$ cat config.mk
export PLATFORM = sky130hd
export DESIGN_NAME = router_buffered_flat
export DESIGN_NICKNAME = d
export VERILOG_FILES = /design/src/rtl/router_buffered_if.sv /design/src/rtl/router_buffered.sv /design/src/flat_wrapper.sv
export SDC_FILE = /design/constraint.sdc
export NUM_CORES = 1
export LEC_CHECK = 0
export ABC_CLOCK_PERIOD_IN_PS = 2100
export CORE_UTILIZATION = 40
export CTS_CLUSTER_SIZE = 20
export DETAILED_ROUTE_END_ITERATION = 12
export HOLD_SLACK_MARGIN = 0.1
export SYNTH_ARGS = -nofsm -noshare
export SYNTH_HDL_FRONTEND = slang
export SYNTH_SLANG_ARGS = --single-unit
export TNS_END_PERCENT = 30
$ cat constraint.sdc
create_clock -name clk -period 2.1 [get_ports clk]
set_input_delay 0.42 -clock clk [delete_from_list [all_inputs] [get_ports clk]]
set_output_delay 0.42 -clock clk [all_outputs]
set_load 0.01 [all_outputs]
$ cat src/rtl/router_buffered_if.sv
// rtl/router_buffered_if.sv - producer/consumer handshake bundle for router_buffered
interface router_buffered_if #(
    parameter int DATA_WIDTH = 32,
    parameter int NUM_PORTS  = 4,
    parameter int ADDR_WIDTH = $clog2(NUM_PORTS)
);
    logic [DATA_WIDTH-1:0]           din;
    logic                            din_valid;
    logic                            din_ready;
    logic [ADDR_WIDTH-1:0]           addr;
    logic [NUM_PORTS*DATA_WIDTH-1:0] dout;
    logic [NUM_PORTS-1:0]            dout_valid;
    logic [NUM_PORTS-1:0]            dout_ready;
    logic                            addr_err;

    // Producer and consumers, driving the router
    modport master (
        output din, din_valid, addr, dout_ready,
        input  din_ready, dout, dout_valid, addr_err
    );

    // The router itself
    modport slave (
        input  din, din_valid, addr, dout_ready,
        output din_ready, dout, dout_valid, addr_err
    );
endinterface

$ cat src/rtl/router_buffered.sv
// rtl/router_buffered.sv - 1-to-N stream router with per-channel FIFOs (option: ROUTER_ZERO_IDLE_EN)
module router_buffered #(
    parameter int DATA_WIDTH = 32,
    parameter int NUM_PORTS  = 4,
    parameter int FIFO_DEPTH = 4,
    parameter int ADDR_WIDTH = $clog2(NUM_PORTS)
) (
    input  logic            clk,
    input  logic            reset,
    router_buffered_if.slave bus
);
    localparam int PW = $clog2(FIFO_DEPTH);
    localparam int CW = $clog2(FIFO_DEPTH + 1);

    logic [DATA_WIDTH-1:0] mem    [NUM_PORTS][FIFO_DEPTH];
    logic [PW-1:0]         rd_ptr [NUM_PORTS];
    logic [PW-1:0]         wr_ptr [NUM_PORTS];
    logic [CW-1:0]         count  [NUM_PORTS];

    logic [ADDR_WIDTH-1:0]           addr_q;
    logic                            addr_legal;
    logic                            sel_full;
    logic                            accept;
    logic [NUM_PORTS-1:0]            full;
    logic [NUM_PORTS-1:0]            valid;
    logic [NUM_PORTS-1:0]            push_en;
    logic [NUM_PORTS-1:0]            pop_en;
    logic [NUM_PORTS*DATA_WIDTH-1:0] dout_flat;
    logic                            addr_err_q;

    assign addr_q     = bus.addr;
    assign addr_legal = {1'b0, addr_q} < (ADDR_WIDTH + 1)'(NUM_PORTS);

    // Per-channel status and the addr-selected backpressure; illegal addresses are always taken
    always_comb begin
        sel_full = 1'b0;
        full     = '0;
        valid    = '0;
        for (int i = 0; i < NUM_PORTS; i++) begin
            full[i]  = (count[i] == CW'(FIFO_DEPTH));
            valid[i] = (count[i] != '0);
            if (addr_legal && addr_q == ADDR_WIDTH'(i)) begin
                sel_full = full[i];
            end
        end
    end

    assign bus.din_ready = !sel_full;
    assign accept        = bus.din_valid && !sel_full;

    // Push/pop strobes; a full channel never accepts even while it pops this cycle
    always_comb begin
        push_en = '0;
        pop_en  = '0;
        for (int i = 0; i < NUM_PORTS; i++) begin
            push_en[i] = !reset && accept && addr_legal && (addr_q == ADDR_WIDTH'(i));
            pop_en[i]  = valid[i] && bus.dout_ready[i];
        end
    end

    // Pointer and occupancy bookkeeping per channel
    always_ff @(posedge clk or posedge reset) begin
        if (reset) begin
            for (int i = 0; i < NUM_PORTS; i++) begin
                rd_ptr[i] <= '0;
                wr_ptr[i] <= '0;
                count[i]  <= '0;
            end
        end else begin
            for (int i = 0; i < NUM_PORTS; i++) begin
                if (push_en[i]) begin
                    wr_ptr[i] <= (wr_ptr[i] == PW'(FIFO_DEPTH - 1)) ? '0 : wr_ptr[i] + 1'b1;
                end
                if (pop_en[i]) begin
                    rd_ptr[i] <= (rd_ptr[i] == PW'(FIFO_DEPTH - 1)) ? '0 : rd_ptr[i] + 1'b1;
                end
                if (push_en[i] && !pop_en[i]) begin
                    count[i] <= count[i] + 1'b1;
                end else if (!push_en[i] && pop_en[i]) begin
                    count[i] <= count[i] - 1'b1;
                end
            end
        end
    end

    // Payload storage; no reset, contents are simply abandoned on reset
    always_ff @(posedge clk) begin
        for (int i = 0; i < NUM_PORTS; i++) begin
            if (push_en[i]) begin
                mem[i][wr_ptr[i]] <= bus.din;
            end
        end
    end

    // One-cycle error pulse for beats swallowed at an out-of-range address
    always_ff @(posedge clk or posedge reset) begin
        if (reset) begin
            addr_err_q <= 1'b0;
        end else begin
            addr_err_q <= bus.din_valid && !addr_legal;
        end
    end

    // Head-of-queue output mux, optionally zeroed while the channel is empty
    always_comb begin
        dout_flat = '0;
        for (int i = 0; i < NUM_PORTS; i++) begin
`ifdef ROUTER_ZERO_IDLE_EN
            dout_flat[i*DATA_WIDTH +: DATA_WIDTH] = valid[i] ? mem[i][rd_ptr[i]] : '0;
`else
            dout_flat[i*DATA_WIDTH +: DATA_WIDTH] = mem[i][rd_ptr[i]];
`endif
        end
    end

    assign bus.dout       = dout_flat;
    assign bus.dout_valid = valid;
    assign bus.addr_err   = addr_err_q;
endmodule

$ cat src/flat_wrapper.sv
// flat-port wrapper written by rule: the top's interface ports become plain ports
module router_buffered_flat 
#(
    parameter int DATA_WIDTH = 32,
    parameter int NUM_PORTS  = 4,
    parameter int FIFO_DEPTH = 4,
    parameter int ADDR_WIDTH = $clog2(NUM_PORTS)
)
  (clk, reset, bus_din, bus_din_valid, bus_addr, bus_dout_ready, bus_din_ready, bus_dout, bus_dout_valid, bus_addr_err);
  router_buffered_if #(.DATA_WIDTH(DATA_WIDTH), .NUM_PORTS(NUM_PORTS), .ADDR_WIDTH(ADDR_WIDTH)) bus_i ();
  input  logic clk;
  input  logic reset;
  input wire logic [$bits(bus_i.din)-1:0] bus_din;
  input wire logic [$bits(bus_i.din_valid)-1:0] bus_din_valid;
  input wire logic [$bits(bus_i.addr)-1:0] bus_addr;
  input wire logic [$bits(bus_i.dout_ready)-1:0] bus_dout_ready;
  output wire logic [$bits(bus_i.din_ready)-1:0] bus_din_ready;
  output wire logic [$bits(bus_i.dout)-1:0] bus_dout;
  output wire logic [$bits(bus_i.dout_valid)-1:0] bus_dout_valid;
  output wire logic [$bits(bus_i.addr_err)-1:0] bus_addr_err;
  assign bus_i.din = bus_din;
  assign bus_i.din_valid = bus_din_valid;
  assign bus_i.addr = bus_addr;
  assign bus_i.dout_ready = bus_dout_ready;
  assign bus_din_ready = bus_i.din_ready;
  assign bus_dout = bus_i.dout;
  assign bus_dout_valid = bus_i.dout_valid;
  assign bus_addr_err = bus_i.addr_err;
  router_buffered #(.DATA_WIDTH(DATA_WIDTH), .NUM_PORTS(NUM_PORTS), .FIFO_DEPTH(FIFO_DEPTH), .ADDR_WIDTH(ADDR_WIDTH)) u_core (.clk(clk), .reset(reset), .bus(bus_i));
endmodule
# Word-level counts from Yosys, hierarchy flattened
# Memories as Yosys holds them, arrays and structs flattened.
# Index checks and enable logic that the tools add are counted.
# op_classes
addsub	16
n_lt_le_gt_ge	12
eq_ne	15
mux	57
bitwise_logic	8
n_reduce_logical	44
# op_table
op	count
$mux W128	10
$mux W32	12
$reduce_or A128 Y1	3
$bmux W32 S2	4
$demux W32 S2	4
$ge A3 B3 Y1 const B	8
$mux W3	8
$not A2 Y3	8
$logic_and A1 B1 Y1	22
$mux W2	11
$eq A2 B2 Y1 const B	10
$add A2 B1 Y2 const B	8
$add A3 B1 Y3 const B	4
$eq A3 B3 Y1 const B	4
$lt A3 B1 Y1 const B	4
$reduce_bool A3 Y1	4
$sub A3 B1 Y3 const B	4
$logic_not A1 Y1	10
$mux W1	8
$reduce_bool A2 Y1	4
$eq A2 B1 Y1 const B	1
$logic_not A2 Y1	1
# totals
register_bits	28
mem_bits_rw	512
elab_cells	165
n_memories	1
# mem_list
memory	words	word_bits	rd	rd_ports_with_merged_regs	write_ports	line_no	source
u_core.mem	4	128	4	0	1	router_buffered.sv:15	logic [DATA_WIDTH-1:0] mem [NUM_PORTS][FIFO_DEPTH];

# Depth between registers and ports, before layout
# logic_depth
ltp_word	15
mapped_depth	8

# Least setup slack after synthesis
# No wires, ideal clock.
# synth_timing
path_kind	input port to flip-flop
from	in reset
to	mem u_core.mem[2][0] in the netlist's numbering, enable pin
arrival_ns	1.997
slack_ns	-0.289
cell_stages	3
cell_sequence	nand2b_2 a2111oi_4 and2_1
# synth_rtl
element	line_no	source
from (decl)	flat_wrapper.sv:12	input logic reset;
$logic_not A1 Y1 (*)	router_buffered.sv:56	push_en[i] = !reset && accept && addr_legal && (addr_q == ADDR_WIDTH'(i));
$logic_and A1 B1 Y1 (*) (2 in series)	router_buffered.sv:56	
named net u_core.push_en[2]	router_buffered.sv:26	logic [NUM_PORTS-1:0] push_en;
$mux W1 (*)	router_buffered.sv:89	if (push_en[i]) begin
$mux W128 (implied by the code) (*)	router_buffered.sv:90	mem[i][wr_ptr[i]] <= bus.din;
$reduce_or A128 Y1 (no line)	n/a	
$mux W2 (no line) / $mux W128 (equally long branches) (2 in series)	n/a	
to (decl)	router_buffered.sv:15	
# Mark *: on every way through the listed nets, which the timed path passes. The rest lies on a longest branch.

# Worst setup path after layout
# layout_timing
from	reg u_core.rd_ptr[0] in the netlist's numbering
to	out bus_dout[104]
# layout_via
elab_chain_len	4
# layout_lines
element	line_no	source
from (decl)	router_buffered.sv:16	logic [PW-1:0] rd_ptr [NUM_PORTS];
from (signal, indexed assignment)	router_buffered.sv:75	rd_ptr[i] <= (rd_ptr[i] == PW'(FIFO_DEPTH - 1)) ? '0 : rd_ptr[i] + 1'b1;
$not A2 Y3 (implied by the code)	router_buffered.sv:111	dout_flat[i*DATA_WIDTH +: DATA_WIDTH] = mem[i][rd_ptr[i]];
$bmux W32 S2	router_buffered.sv:111	
$mux W32 (implied by the code) (2 in series)	router_buffered.sv:111	
to (decl)	flat_wrapper.sv:18	output wire logic [$bits(bus_i.dout)-1:0] bus_dout;
# No other way between the ends. The select of a mux whose other input is x is not followed.

==> results.cfg <==
[die]
fp-row-count = 82
die_area_um2 = 51500
die-height_um = 227
placeableCoreArea_um2 = 50100
ioPinCount = 175
initial_utilization_pct = 40.4
die_width_um = 227

[synth]
postSynthNetCount = 895
synth.yosys.seq_area_share_pct = 79.5
ys_seq_elements = 540
postSynthCellCount = 826
postSynthAreaPerCell_um2 = 24.5
synthesis.area_um2 = 20200
yosys_warnings = 0
synth_cell_type_count = 25

[grt]
pin_count_of_the_biggest_net_entering_global_routing = 29
global_route_wire_length_before_repair_um = 66600
antenna_found_initial = 0
first_global_vias = 9859
grt_remaining_overflow = 0
track_usage_pct = 18.3

[drt]
dr.pass1.iters = 5
dr_total_vias = 9546
drt-wirelength-per-cell_um = 24.5
drt_drc_violations_left = 0
route.antenna.remaining_nets = 0
initialDrtViolationCount = 638
drt-vias-per-instance = 5.12
drt_wl_total_um = 45600

[layout]
layout.cell_area.non_filler_um2 = 26400
syn_to_final_growth_pct = 30.4
layout.cells.most_common_list = sky130_fd_sc_hd__edfxtp_1, sky130_fd_sc_hd__buf_6, sky130_fd_sc_hd__mux4_2, sky130_fd_sc_hd__clkbuf_16, sky130_fd_sc_hd__buf_12
layout.cells.most_common = sky130_fd_sc_hd__edfxtp_1
drive_above_1_share_pct = 44.8
nets = 1216
antenna_cells_inserted = 0

[outcome]
outcome = finished with violations
failed_checks = negative setup slack

[power_and_ir_drop]
worst_ir_drop_vdd_uv = 666
pwr_density_cell_nw_per_um2 = 1300
leakage_nw = 8.97

[clocking]
cts-htree-levels = 2
insertion_delay_to_the_later_sink_of_the_worst_skew_pair_ns = 0.59
max-clock-path-buffers = 3
sink_count = 540
cts_root_buffer = sky130_fd_sc_hd__clkbuf_16
cts_tree = yes
clock_slew_seen_by_the_registers_of_the_worst_setup_and_hold_paths_ns = 0.06
numCtsBuffers = 53

[sta]
setup_repair_after_global_routing_missed_its_margin = yes
final-setup-viol-count = 130
final_number_of_hold_violating_endpoints = 0
final_period_minus_worst_setup_slack_ns = 2.49
setup_skew_ns = 0.0159
timing.max_slew.rel_slack_pct = 53.8
fin_setup_tns_ns = -39.64
fin_ws_ns = -0.392
hold-worst-slack_ns = 0.230
fmax_mhz = 401
min_period_over_period_pct = 119
worst_pin_slew_ns = 0.691
final-max-slew-violation-count = 0

[hold_path]
min_path_type = in -> async

[placed_design]
dp_area_um2 = 23800
port_buffers = 173
dp_hpwl_um = 28400
weighted_congestion_at_the_end_of_routability_driven_global_placement = 0.724

[critical_path]
worst-r2r-setup-slack_ns = 0.01
endpoint_kind = primary output
worstPathArrival_ns = 2.07
worstPathMaxFanout = 8
required_ns = 1.68
setup.worst_path.start_class = flop
worst_setup_path_class = reg -> out

[job]
max-cap-violations = 0
## routing by layer
metal | wire length, um | GRT usage (%) | share of wire, % | vias to the layer above
met2 | 22800 | 29.7 | 50 | 256
met4 | 667 | 4.40 | 1.5 | 0
li1 | - | - | - | 4108
met1 | 19700 | 25.3 | 43 | 5133
met5 | 0 | 0 | 0 | -
met3 | 2430 | 3.67 | 5.3 | 49
## critical path, stage by stage (launching register included)
cell and delay (ns):
sky130_fd_sc_hd__dfrtp_2 0.48, sky130_fd_sc_hd__buf_12 0.17, sky130_fd_sc_hd__buf_6 0.11, sky130_fd_sc_hd__mux4_2 0.55
sky130_fd_sc_hd__buf_6 0.15
## report_power, final
part / switching [mW] / total (mW) / internal [mW]
combinational: 5.31 / 12.4 / 7.06
clock: 3.97 / 9.11 / 5.14
sequential: 0.428 / 12.8 / 12.4
## Yosys cell counts
master | number | area, um^2
sky130_fd_sc_hd__mux2_2 | 20 | 225
sky130_fd_sc_hd__nand2b_2 | 1 | 8.76
sky130_fd_sc_hd__buf_2 | 16 | 80.1
sky130_fd_sc_hd__a311oi_1 | 1 | 8.76
sky130_fd_sc_hd__edfxtp_1 | 512 | 15400
sky130_fd_sc_hd__dfrtp_1 | 28 | 701
sky130_fd_sc_hd__a2111oi_4 | 3 | 82.6
sky130_fd_sc_hd__inv_1 | 15 | 56.3
sky130_fd_sc_hd__nor4b_1 | 2 | 17.5
sky130_fd_sc_hd__or3_1 | 4 | 25.0
sky130_fd_sc_hd__nand2_1 | 4 | 15.0
sky130_fd_sc_hd__a21o_1 | 1 | 7.51
sky130_fd_sc_hd__clkbuf_1 | 16 | 60.1
sky130_fd_sc_hd__and2_2 | 4 | 30.0
sky130_fd_sc_hd__xor2_1 | 8 | 70.1
sky130_fd_sc_hd__mux4_2 | 128 | 2880
sky130_fd_sc_hd__ha_1 | 24 | 300
sky130_fd_sc_hd__buf_4 | 1 | 7.51
sky130_fd_sc_hd__xnor2_1 | 4 | 35.0
sky130_fd_sc_hd__nor4_4 | 1 | 21.3
sky130_fd_sc_hd__and2_1 | 12 | 75.1
sky130_fd_sc_hd__fa_1 | 4 | 80.1
sky130_fd_sc_hd__nor2_1 | 15 | 56.3
sky130_fd_sc_hd__a31oi_1 | 1 | 6.26
sky130_fd_sc_hd__conb_1 | 1 | 3.75
## kinds of logic (layout without fill, tap and decap cells)
group / count (synthesis) / count (layout) / share of synthesized area [%]
simple gates: 43 / 43 / 1.23
mux: 148 / 148 / 15.4
compound gates: 6 / 6 / 0.520
fa+ha+maj: 28 / 28 / 1.88
other cells: 1 / 1 / 0.0185
buf+inv: 48 / 414 / 1.01
flops: 540 / 540 / 79.5
xor+xnor: 12 / 12 / 0.520
## sequential cells by signal, summed over array words and instances, names as in the netlist
| register | cells |
|---|---|
| u_core.mem | 512 |
| u_core.rd_ptr | 8 |
| u_core.wr_ptr | 8 |
| u_core.count | 12 |
## path summary, 6_finish.rpt
| check | start | endpoint | depth (start not counted) |
|---|---|---|---|
| min reg2reg | u_core.count[11] | u_core.count[11] | 1 |
| max | u_core.rd_ptr[0] | bus_dout[104] | 4 |
| min in group clk | u_core.count[11] | u_core.count[11] | 1 |
| min | reset | u_core.count[5] | 3 |
| max reg2reg | u_core.count[3] | u_core.count[5] | 8 |
| max in group asynchronous | reset | u_core.rd_ptr[6] | 3 |
## layout make-up
cell class / instances / area, um^2
inverter: 15 / 56.3
tap: 672 / 841
fill: 3927 / 23700
clock inverter: 40 / 322
sequential: 540 / 16100
clock buffer: 60 / 1350
multi-input combinational: 238 / 4030
timing repair buffer: 299 / 3690
## timing repair
action                                  in CTS  in global routing
setup buffers                               33                  5
endpoints found under the setup margin     138                138
hold buffers                                 0                  0
gates cloned                                 9                  1
resized for setup                          690                 28
pin swaps                                    2                  1
## metrics by stage
step / std cells / setup WS [ns] / power [mW] / utilization (%)
floorplan: 826 / -0.289 / 18.1 / -
global placement: 1721 / -0.515 / 23.4 / 47.6
detailed placement: 1721 / -0.572 / 23.5 / 47.6
CTS: 1861 / -0.433 / 34.6 / 52.4
global route: 1864 / -0.458 / 35.8 / 52.7
finish: 1864 / -0.392 / 34.3 / 52.7
Power figures use the tool's default switching activity.
